**src/rtl/dport_arb_pkg.sv**
```systemverilog
// Shared types for the dual-port arbiter: owner ID, request bundle and tag width.
package dport_arb_pkg;

    localparam int DPORT_TAG_W = 11;

    typedef logic [0:0] owner_t;

    typedef struct packed {
        logic [31:0]            addr;
        logic [31:0]            data_wr;
        logic                   rd;
        logic [3:0]             wr;
        logic [DPORT_TAG_W-1:0] tag;
    } req_t;

    // A requester is active on a read or any byte-write strobe.
    function automatic logic req_active(input req_t r);
        return r.rd | (r.wr != 4'b0000);
    endfunction

endpackage

```
**src/rtl/dport_arb_fifo.sv**
```systemverilog
// In-order owner FIFO: records which requester owns each outstanding downstream request.
module dport_arb_fifo
    import dport_arb_pkg::*;
#(
    parameter int DEPTH   = 4,
    parameter int DEPTH_W = 2
) (
    input  logic   clk_i,
    input  logic   rst_i,
    input  logic   push_i,
    input  logic   pop_i,
    input  owner_t din_i,
    output owner_t head_o,
    output logic   full_o,
    output logic   empty_o
);

    localparam logic [DEPTH_W:0]   FULL_CNT = (DEPTH_W+1)'(DEPTH);
    localparam logic [DEPTH_W:0]   CNT_ONE  = (DEPTH_W+1)'(1);
    localparam logic [DEPTH_W-1:0] PTR_ONE  = DEPTH_W'(1);

    owner_t             mem_r [DEPTH];
    logic [DEPTH_W-1:0] wr_ptr_r;
    logic [DEPTH_W-1:0] rd_ptr_r;
    logic [DEPTH_W:0]   count_r;
    logic               do_push_s;
    logic               do_pop_s;

    // Status and qualified push/pop; push is refused when full even if a pop happens too.
    always_comb begin
        full_o    = (count_r == FULL_CNT);
        empty_o   = (count_r == {(DEPTH_W+1){1'b0}});
        head_o    = mem_r[rd_ptr_r];
        do_push_s = push_i & ~full_o;
        do_pop_s  = pop_i & ~empty_o;
    end

    // Pointer, count and storage update; pointers wrap naturally at DEPTH.
    always_ff @(posedge clk_i or posedge rst_i) begin
        if (rst_i) begin
            wr_ptr_r <= {DEPTH_W{1'b0}};
            rd_ptr_r <= {DEPTH_W{1'b0}};
            count_r  <= {(DEPTH_W+1){1'b0}};
            for (int i = 0; i < DEPTH; i++) begin
                mem_r[i] <= 1'b0;
            end
        end else begin
            if (do_push_s) begin
                mem_r[wr_ptr_r] <= din_i;
                wr_ptr_r        <= wr_ptr_r + PTR_ONE;
            end
            if (do_pop_s) begin
                rd_ptr_r <= rd_ptr_r + PTR_ONE;
            end
            case ({do_push_s, do_pop_s})
                2'b10:   count_r <= count_r + CNT_ONE;
                2'b01:   count_r <= count_r - CNT_ONE;
                default: count_r <= count_r;
            endcase
        end
    end

endmodule

```
**src/rtl/dport_arb.sv**
```systemverilog
// Two-requester memory port arbiter with in-order response routing.
// Define DPORT_ARB_RR_EN for round-robin arbitration; default is fixed priority (requester 0).
module dport_arb
    import dport_arb_pkg::*;
#(
    parameter int OUTSTANDING   = 4,
    parameter int OUTSTANDING_W = 2
) (
    input  logic                   clk_i,
    input  logic                   rst_i,
    input  logic [31:0]            mem0_addr_i,
    input  logic [31:0]            mem0_data_wr_i,
    input  logic                   mem0_rd_i,
    input  logic [3:0]             mem0_wr_i,
    input  logic [DPORT_TAG_W-1:0] mem0_req_tag_i,
    output logic                   mem0_accept_o,
    output logic                   mem0_ack_o,
    output logic                   mem0_error_o,
    output logic [31:0]            mem0_data_rd_o,
    output logic [DPORT_TAG_W-1:0] mem0_resp_tag_o,
    input  logic [31:0]            mem1_addr_i,
    input  logic [31:0]            mem1_data_wr_i,
    input  logic                   mem1_rd_i,
    input  logic [3:0]             mem1_wr_i,
    input  logic [DPORT_TAG_W-1:0] mem1_req_tag_i,
    output logic                   mem1_accept_o,
    output logic                   mem1_ack_o,
    output logic                   mem1_error_o,
    output logic [31:0]            mem1_data_rd_o,
    output logic [DPORT_TAG_W-1:0] mem1_resp_tag_o,
    output logic [31:0]            mem_addr_o,
    output logic [31:0]            mem_data_wr_o,
    output logic                   mem_rd_o,
    output logic [3:0]             mem_wr_o,
    output logic [DPORT_TAG_W-1:0] mem_req_tag_o,
    input  logic                   mem_accept_i,
    input  logic                   mem_ack_i,
    input  logic                   mem_error_i,
    input  logic [31:0]            mem_data_rd_i,
    input  logic [DPORT_TAG_W-1:0] mem_resp_tag_i,
    output logic                   protocol_err_o
);

    req_t   req0_s, req1_s, sel_req_s;
    logic   act0_s, act1_s;
    owner_t grant_s;
    owner_t hold_owner_r;
    owner_t head_s;
    logic   hold_r;
    logic   full_s, empty_s;
    logic   present_s, accept_s, pop_s;
    logic   perr_r;
`ifdef DPORT_ARB_RR_EN
    owner_t last_r;
`endif

    // Bundle requester inputs and decode activity.
    always_comb begin
        req0_s = '{addr: mem0_addr_i, data_wr: mem0_data_wr_i, rd: mem0_rd_i,
                   wr: mem0_wr_i, tag: mem0_req_tag_i};
        req1_s = '{addr: mem1_addr_i, data_wr: mem1_data_wr_i, rd: mem1_rd_i,
                   wr: mem1_wr_i, tag: mem1_req_tag_i};
        act0_s = req_active(req0_s);
        act1_s = req_active(req1_s);
    end

    // Grant selection: a stalled request keeps the grant until it is accepted.
    always_comb begin
        grant_s = 1'b0;
        if (hold_r) begin
            grant_s = hold_owner_r;
        end else if (act0_s && act1_s) begin
`ifdef DPORT_ARB_RR_EN
            grant_s = (last_r == 1'b0) ? 1'b1 : 1'b0;
`else
            grant_s = 1'b0;
`endif
        end else if (act1_s) begin
            grant_s = 1'b1;
        end else begin
            grant_s = 1'b0;
        end
    end

    // Combinational request path to downstream, suppressed while the owner FIFO is full.
    always_comb begin
        sel_req_s     = (grant_s == 1'b1) ? req1_s : req0_s;
        present_s     = ((grant_s == 1'b1) ? act1_s : act0_s) & ~full_s;
        accept_s      = mem_accept_i & present_s;
        mem_addr_o    = sel_req_s.addr;
        mem_data_wr_o = sel_req_s.data_wr;
        mem_req_tag_o = sel_req_s.tag;
        mem_rd_o      = sel_req_s.rd & ~full_s;
        mem_wr_o      = full_s ? 4'b0000 : sel_req_s.wr;
        mem0_accept_o = accept_s & (grant_s == 1'b0);
        mem1_accept_o = accept_s & (grant_s == 1'b1);
    end

    // Response routing to the FIFO head owner; the other requester sees nothing.
    always_comb begin
        pop_s           = mem_ack_i & ~empty_s;
        mem0_ack_o      = pop_s & (head_s == 1'b0);
        mem1_ack_o      = pop_s & (head_s == 1'b1);
        mem0_error_o    = mem0_ack_o & mem_error_i;
        mem1_error_o    = mem1_ack_o & mem_error_i;
        mem0_data_rd_o  = mem0_ack_o ? mem_data_rd_i  : 32'h0000_0000;
        mem1_data_rd_o  = mem1_ack_o ? mem_data_rd_i  : 32'h0000_0000;
        mem0_resp_tag_o = mem0_ack_o ? mem_resp_tag_i : {DPORT_TAG_W{1'b0}};
        mem1_resp_tag_o = mem1_ack_o ? mem_resp_tag_i : {DPORT_TAG_W{1'b0}};
        protocol_err_o  = perr_r;
    end

    // Grant hold tracking and sticky protocol error.
    always_ff @(posedge clk_i or posedge rst_i) begin
        if (rst_i) begin
            hold_r       <= 1'b0;
            hold_owner_r <= 1'b0;
            perr_r       <= 1'b0;
        end else begin
            if (accept_s) begin
                hold_r <= 1'b0;
            end else if (present_s) begin
                hold_r       <= 1'b1;
                hold_owner_r <= grant_s;
            end
            if (mem_ack_i && empty_s) begin
                perr_r <= 1'b1;
            end
        end
    end

`ifdef DPORT_ARB_RR_EN
    // Last-accepted requester for round-robin fairness.
    always_ff @(posedge clk_i or posedge rst_i) begin
        if (rst_i) begin
            last_r <= 1'b1;
        end else if (accept_s) begin
            last_r <= grant_s;
        end
    end
`endif

    dport_arb_fifo #(
        .DEPTH   (OUTSTANDING),
        .DEPTH_W (OUTSTANDING_W)
    ) u_owner_fifo (
        .clk_i   (clk_i),
        .rst_i   (rst_i),
        .push_i  (accept_s),
        .pop_i   (pop_s),
        .din_i   (grant_s),
        .head_o  (head_s),
        .full_o  (full_s),
        .empty_o (empty_s)
    );

endmodule

```
**config.mk**
```make
export PLATFORM = sky130hd
export DESIGN_NAME = dport_arb
export DESIGN_NICKNAME = d
export VERILOG_FILES = /design/src/rtl/dport_arb_pkg.sv /design/src/rtl/dport_arb_fifo.sv /design/src/rtl/dport_arb.sv
export SDC_FILE = /design/constraint.sdc
export NUM_CORES = 1
export LEC_CHECK = 0
export BUFFER_PORTS_ARGS = -buffer_cell sky130_fd_sc_hd__buf_2
export CAP_MARGIN = 20
export CORE_AREA = 4 4 147 149
export DETAILED_ROUTE_END_ITERATION = 7
export DIE_AREA = 0 0 151 153
export HOLD_SLACK_MARGIN = 0.12
export PLACE_DENSITY = 0.45
export SYNTH_ARGS = -nofsm -noshare
export SYNTH_HDL_FRONTEND = slang
export SYNTH_SLANG_ARGS = --single-unit
export TNS_END_PERCENT = 10
```
**constraint.sdc**
```tcl
create_clock -name clk_i -period 5.34 [get_ports clk_i]
set_input_delay 0.534 -clock clk_i [delete_from_list [all_inputs] [get_ports clk_i]]
set_output_delay 0.534 -clock clk_i [all_outputs]
set_load 0.1 [all_outputs]
```
After elaboration in Yosys (flattened, before gate mapping)
Cells that the tools add are included.
{"block": "classes", "add_sub_neg": 4, "n_lt_le_gt_ge": 3, "eq_ne": 3, "muxes": 19, "bitwise_logic": 21, "reduce_logical": 9}
{"cell": "two-way mux 80 bit", "count": 1}
{"cell": "two-way mux 32 bit", "count": 2}
{"cell": "two-way mux 11 bit", "count": 2}
{"cell": "bitwise AND 1 bit", "count": 12}
{"cell": "two-way mux 1 bit", "count": 9}
{"cell": "nonzero test 4 bit", "count": 2}
{"cell": ">= comparator 3 bit, second input constant", "count": 2}
{"cell": "inverter 2 -> 3 bit", "count": 2}
{"cell": "case mux 3 bit (2 select lines)", "count": 1}
{"cell": "inverter 1 bit", "count": 5}
{"cell": "adder 2 x 1 -> 2 bit, second input constant", "count": 2}
{"cell": "bitwise mux 4 bit", "count": 1}
{"cell": "two-way mux 4 bit", "count": 1}
{"cell": "nonzero test 2 bit", "count": 2}
{"cell": "adder 3 x 1 -> 3 bit, second input constant", "count": 1}
{"cell": "== test 3 bit, second input constant", "count": 1}
{"cell": "logical AND 1 bit", "count": 3}
{"cell": "logical NOT 3 bit", "count": 1}
{"cell": "< comparator 3 x 1 -> 1 bit, second input constant", "count": 1}
{"cell": "subtractor 3 x 1 -> 3 bit, second input constant", "count": 1}
{"cell": "binary-select mux 1 bit (select 2 bit)", "count": 1}
{"cell": "demux 1 bit (select 2 bit)", "count": 1}
{"cell": "== test 2 x 1 -> 1 bit, second input constant", "count": 1}
{"cell": "== test 2 bit, second input constant", "count": 1}
{"cell": "2 further kinds", "count": 3}
{"block": "word_totals", "register_bits": 14, "output_inout_bits": 173}

Depth between registers and ports, before layout
{"block": "logic_depth", "depth_word": 11, "ltp_mapped": 11, "mapped_depth_nobuf": 10}

Cells and area by module
From an unflattened synthesis, not the netlist that was laid out.
{"block": "unflattened", "hier_cells": 285, "hier_area_um2": 2582.5}
{"module": "dport_arb", "instances": 1, "cells_per_inst": 230, "area_per_inst_um2": 1973.1, "seq_area_each_um2": 75.1}
{"module": "dport_arb_fifo", "instances": 1, "cells_per_inst": 55, "area_per_inst_um2": 609.3, "seq_area_each_um2": 275.3}

Least setup slack after synthesis
No wires, ideal clock.
{"block": "synth_path", "path_type": "input port to output port", "startpoint": "input port mem1_wr_i[0]", "endpoint": "output port mem0_accept_o", "arrival_time_ps": 3431, "required_ps": 4806, "setup_slack_ps": 1375, "cell_stages": 3, "path_cell_list": "or4_4 o211a_1 nor3_1"}
{"block": "synth_between", "elab_chain_cells": 9}
{"element": "start: declaration", "line": "dport_arb.sv:24", "source": "input logic [3:0] mem1_wr_i,"}
{"element": "nonzero test 4 bit *", "line": "dport_arb_pkg.sv:18", "source": "return r.rd | (r.wr != 4'b0000);"}
{"element": "OR 1 bit *", "line": "dport_arb_pkg.sv:18"}
{"element": "two-way mux 1 bit or logical AND 1 bit (tied branches)", "line": "dport_arb.sv:78, dport_arb.sv:72"}
{"element": "two-way mux 1 bit", "line": "dport_arb.sv:72", "source": "end else if (act0_s && act1_s) begin"}
{"element": "two-way mux 1 bit", "line": "dport_arb.sv:70", "source": "if (hold_r) begin"}
{"element": "two-way mux 1 bit", "line": "dport_arb.sv:88", "source": "present_s = ((grant_s == 1'b1) ? act1_s : act0_s) & ~full_s;"}
{"element": "bitwise AND 1 bit", "line": "dport_arb.sv:88"}
{"element": "bitwise AND 1 bit", "line": "dport_arb.sv:89", "source": "accept_s = mem_accept_i & present_s;"}
{"element": "bitwise AND 1 bit *", "line": "dport_arb.sv:95", "source": "mem0_accept_o = accept_s & (grant_s == 1'b0);"}
{"element": "end: declaration", "line": "dport_arb.sv:16", "source": "output logic mem0_accept_o,"}
Every way passes the cells marked *; elsewhere a longest branch is shown, timed or not.

Worst setup path in the final report
{"block": "layout_path", "startpoint": "input port mem1_wr_i[0]", "endpoint": "output port mem_data_wr_o[24]"}
{"block": "layout_between", "elab_chain_cells": 6}
{"element": "nonzero test 4 bit *", "line": "dport_arb_pkg.sv:18"}
{"element": "OR 1 bit *", "line": "dport_arb_pkg.sv:18"}
{"element": "two-way mux 1 bit or logical AND 1 bit (tied branches)", "line": "dport_arb.sv:78, dport_arb.sv:72"}
{"element": "two-way mux 1 bit *", "line": "dport_arb.sv:72"}
{"element": "two-way mux 1 bit *", "line": "dport_arb.sv:70"}
{"element": "two-way mux 80 bit *", "line": "dport_arb.sv:87", "source": "sel_req_s = (grant_s == 1'b1) ? req1_s : req0_s;"}
{"element": "end: declaration", "line": "dport_arb.sv:32", "source": "output logic [31:0] mem_data_wr_o,"}
Marked as above.

==> impl_metrics.yaml <==
run:
  cap_violations: 0
synth:
  synth.top_cells.by_count: "69 x sky130_fd_sc_hd__mux2_2, 46 x sky130_fd_sc_hd__and2_1, 45 x sky130_fd_sc_hd__and3_1, 14 x sky130_fd_sc_hd__clkbuf_1, 14 x sky130_fd_sc_hd__dfrtp_1"
  avgSynthCellArea_sq_um: 8.83
  synth.top_cells.by_area: "sky130_fd_sc_hd__mux2_2 31%, sky130_fd_sc_hd__dfrtp_1 14%, sky130_fd_sc_hd__and2_1 12%"
  synthesis.nets: 494
  synthDominantAreaCellType: "sky130_fd_sc_hd__mux2_2"
  yosys_most_used_dff: "sky130_fd_sc_hd__dfrtp_1"
  yosysTopAreaCellShare_pct: 31.4
  synth-seq-area-share_pct: 14.2
  synth_enable_flop_cells: 0
  synth.lib_cells_used.distinct: 37
  async_reset_ff_share_pct: 100
  yosys_warnings: 0
  yosysMostFrequentCell: "sky130_fd_sc_hd__mux2_2"
  netlist_area_before_placement_sq_um: 2470
  synthesis.instances: 280
  ys_ff_latch: 14
floorplanning:
  rows: 52
  dieArea_sq_um: 23100
  ioPinCount: 381
  die_height_um: 153
  core-area_sq_um: 20200
  initial_utilization_pct: 12.3
  floorplan.die.width_um: 151
clock_tree:
  clock_sinks: 14
  cts.reportedPaths.clkPinSlew_ns: 0.05
  cts_buffer_depth: 2
  cts-root-buf: "sky130_fd_sc_hd__clkbuf_16"
  htreeDepth: 1
  clock_latency_on_the_worst_skew_pair_ns: 0.24
  cts_tree: "done"
  numCtsBuffers: 3
  ctsResizeCount: 0
  post_cts_buffers: 0
  postCtsHoldBufs: 0
sta:
  fin_crit_sh_pct: 70.1
  layout_min_cycle_time_ns: 3.74
  drv_slew: 0
  fin_skew_ns: 0.00498
  fmax_mhz: 267
  setup_viol_count_final: 0
  totalNegativeSetupSlack_ns: 0
  hold_viol_final: 0
  max_slew_margin_pct: 54.0
  setup_repair_after_global_routing_missed_its_margin: "no"
  worst-slew-pin-transition_ns: 0.690
setup_path:
  rr_endpoint: "u_owner_fifo.count_r[2]"
  regToRegSetupSlack_ns: 2.69
  worstPathMaxFanout: 40
  critical_r2r_launch: "hold_owner_r"
  rr_worst_depth: 10
  timing.setup.critical_path_class: "input port to output port"
  critPathLaunchType: "input port"
  worstPathRequired_ns: 4.81
  end_kind: "output port"
  timing.critical_path.arrival_ns: 3.21
grt:
  vias_in_the_first_global_route: 3532
  antenna_found_initial: 2
  aggregate_global_routing_overflow: 0
  grt_start_max_net_pins: 47
  grt_use_total_pct: 11.1
  wire_length_of_the_first_global_routing_pass_mm: 20.3
placement:
  io_buffers: 380
  finalWeightedCongestion: 0.902
  place_hpwl_mm: 12.5
detailed_routing:
  vias: 3500
  via_to_cell_ratio: 3.82
  drt_first_iter_violations: 150
  finalWirelength_mm: 14.1
  drtAntennaViolNets: 0
  detail_route.first_pass.iterations: 6
  drc: 0
  wl_per_cell_um: 15.4
layout:
  design.final.nets: 861
  p_r_area_growth_vs_syn_pct: 90.1
  drive_above_1_share_pct: 71.8
status:
  status: "finished, final reports clean"
hold_path:
  hp-class: "input port to asynchronous set/reset pin"
state kept, by name, summed over array words and instances (netlist names):
name,flops
u_owner_fifo.mem_r,4
u_owner_fifo.count_r,3
u_owner_fifo.rd_ptr_r,2
u_owner_fifo.wr_ptr_r,2
hold_owner_r,1
hold_r,1
protocol_err_o,1
cell usage in the layout (no fill, tap or decap), drive strengths merged, types with 5 or more instances in the layout:
cell,Yosys,layout
buf,3,385
mux2,76,76
and2,46,46
and3,45,45
dfrtp,14,14
inv,9,9
a21oi,7,7
nor2,7,7
nor3,6,6
nand2,5,5
o21ai,5,5
ha,5,5
a41oi,5,5
final cells by class:
class                   count  area, sq um
fillers                  2257        15500
diodes                      1         2.50
repair buffers            385         1960
well taps                 270          338
clock buffers               4         88.8
inverters                   9         33.8
flip-flops and latches     14          350
multi-input cells         234         1930
through the flow:
| step | setup WS (ns) | instances | hold slack [ns] | cell area (sq um) | util, % |
|---|---|---|---|---|---|
| 2_1_floorplan | 1.37 | 280 | 0.423 | 2470 | - |
| 6_report | 1.60 | 917 | 0.334 | 4700 | 23.3 |
| 3_3_place_gp | 1.62 | 911 | 0.453 | 4580 | 22.7 |
| 3_5_place_dp | 1.58 | 912 | 0.448 | 4610 | 22.9 |
| 4_1_cts | 1.58 | 916 | 0.360 | 4700 | 23.3 |
| 5_1_grt | 1.45 | 917 | 0.396 | 4700 | 23.3 |
kinds of logic (layout without fill, tap and decap cells):
| logic type | Yosys count | count (layout) | synth area share (%) |
|---|---|---|---|
| other cells | 0 | 1 | 0 |
| simple gates | 119 | 119 | 29.5 |
| buf+inv | 32 | 398 | 7.94 |
| flops | 14 | 14 | 14.2 |
| fa+ha+maj | 6 | 6 | 3.34 |
| compound gates | 25 | 25 | 6.83 |
| xor+xnor | 6 | 6 | 2.12 |
| mux | 78 | 78 | 36.1 |
critical path, stage by stage:
cell,delay [ns]
sky130_fd_sc_hd__buf_2,0.12
sky130_fd_sc_hd__or4_4,0.53
sky130_fd_sc_hd__o211a_1,0.34
sky130_fd_sc_hd__nor2_8,0.56
sky130_fd_sc_hd__buf_4,0.39
sky130_fd_sc_hd__mux2_2,0.41
sky130_fd_sc_hd__buf_2,0.30
worst max path at each step:
stage                 start                end  slack [ns]  cells past startpoint
2_1_floorplan  mem1_wr_i[0]      mem0_accept_o        1.37                      3
3_3_place_gp   mem1_wr_i[0]  mem_data_wr_o[18]        1.62                      7
3_5_place_dp   mem1_wr_i[0]  mem_data_wr_o[18]        1.58                      7
4_1_cts        mem1_wr_i[0]  mem_data_wr_o[18]        1.58                      7
5_1_grt        mem1_wr_i[0]  mem_data_wr_o[18]        1.45                      7
6_report       mem1_wr_i[0]  mem_data_wr_o[24]        1.60                      7
routing by layer:
layer	track usage [%]	share of wire (%)	routed length, um	up-vias
met3	2.07	7.5	1060	16
met1	13.3	40	5620	1565
met5	0	0	0	-
met4	3.02	1.6	225	0
li1	-	-	-	1738
met2	20.1	51	7240	181
Power is not shown: default switching activity piles up to over one toggle a cycle in this logic, so the estimate is an artifact.
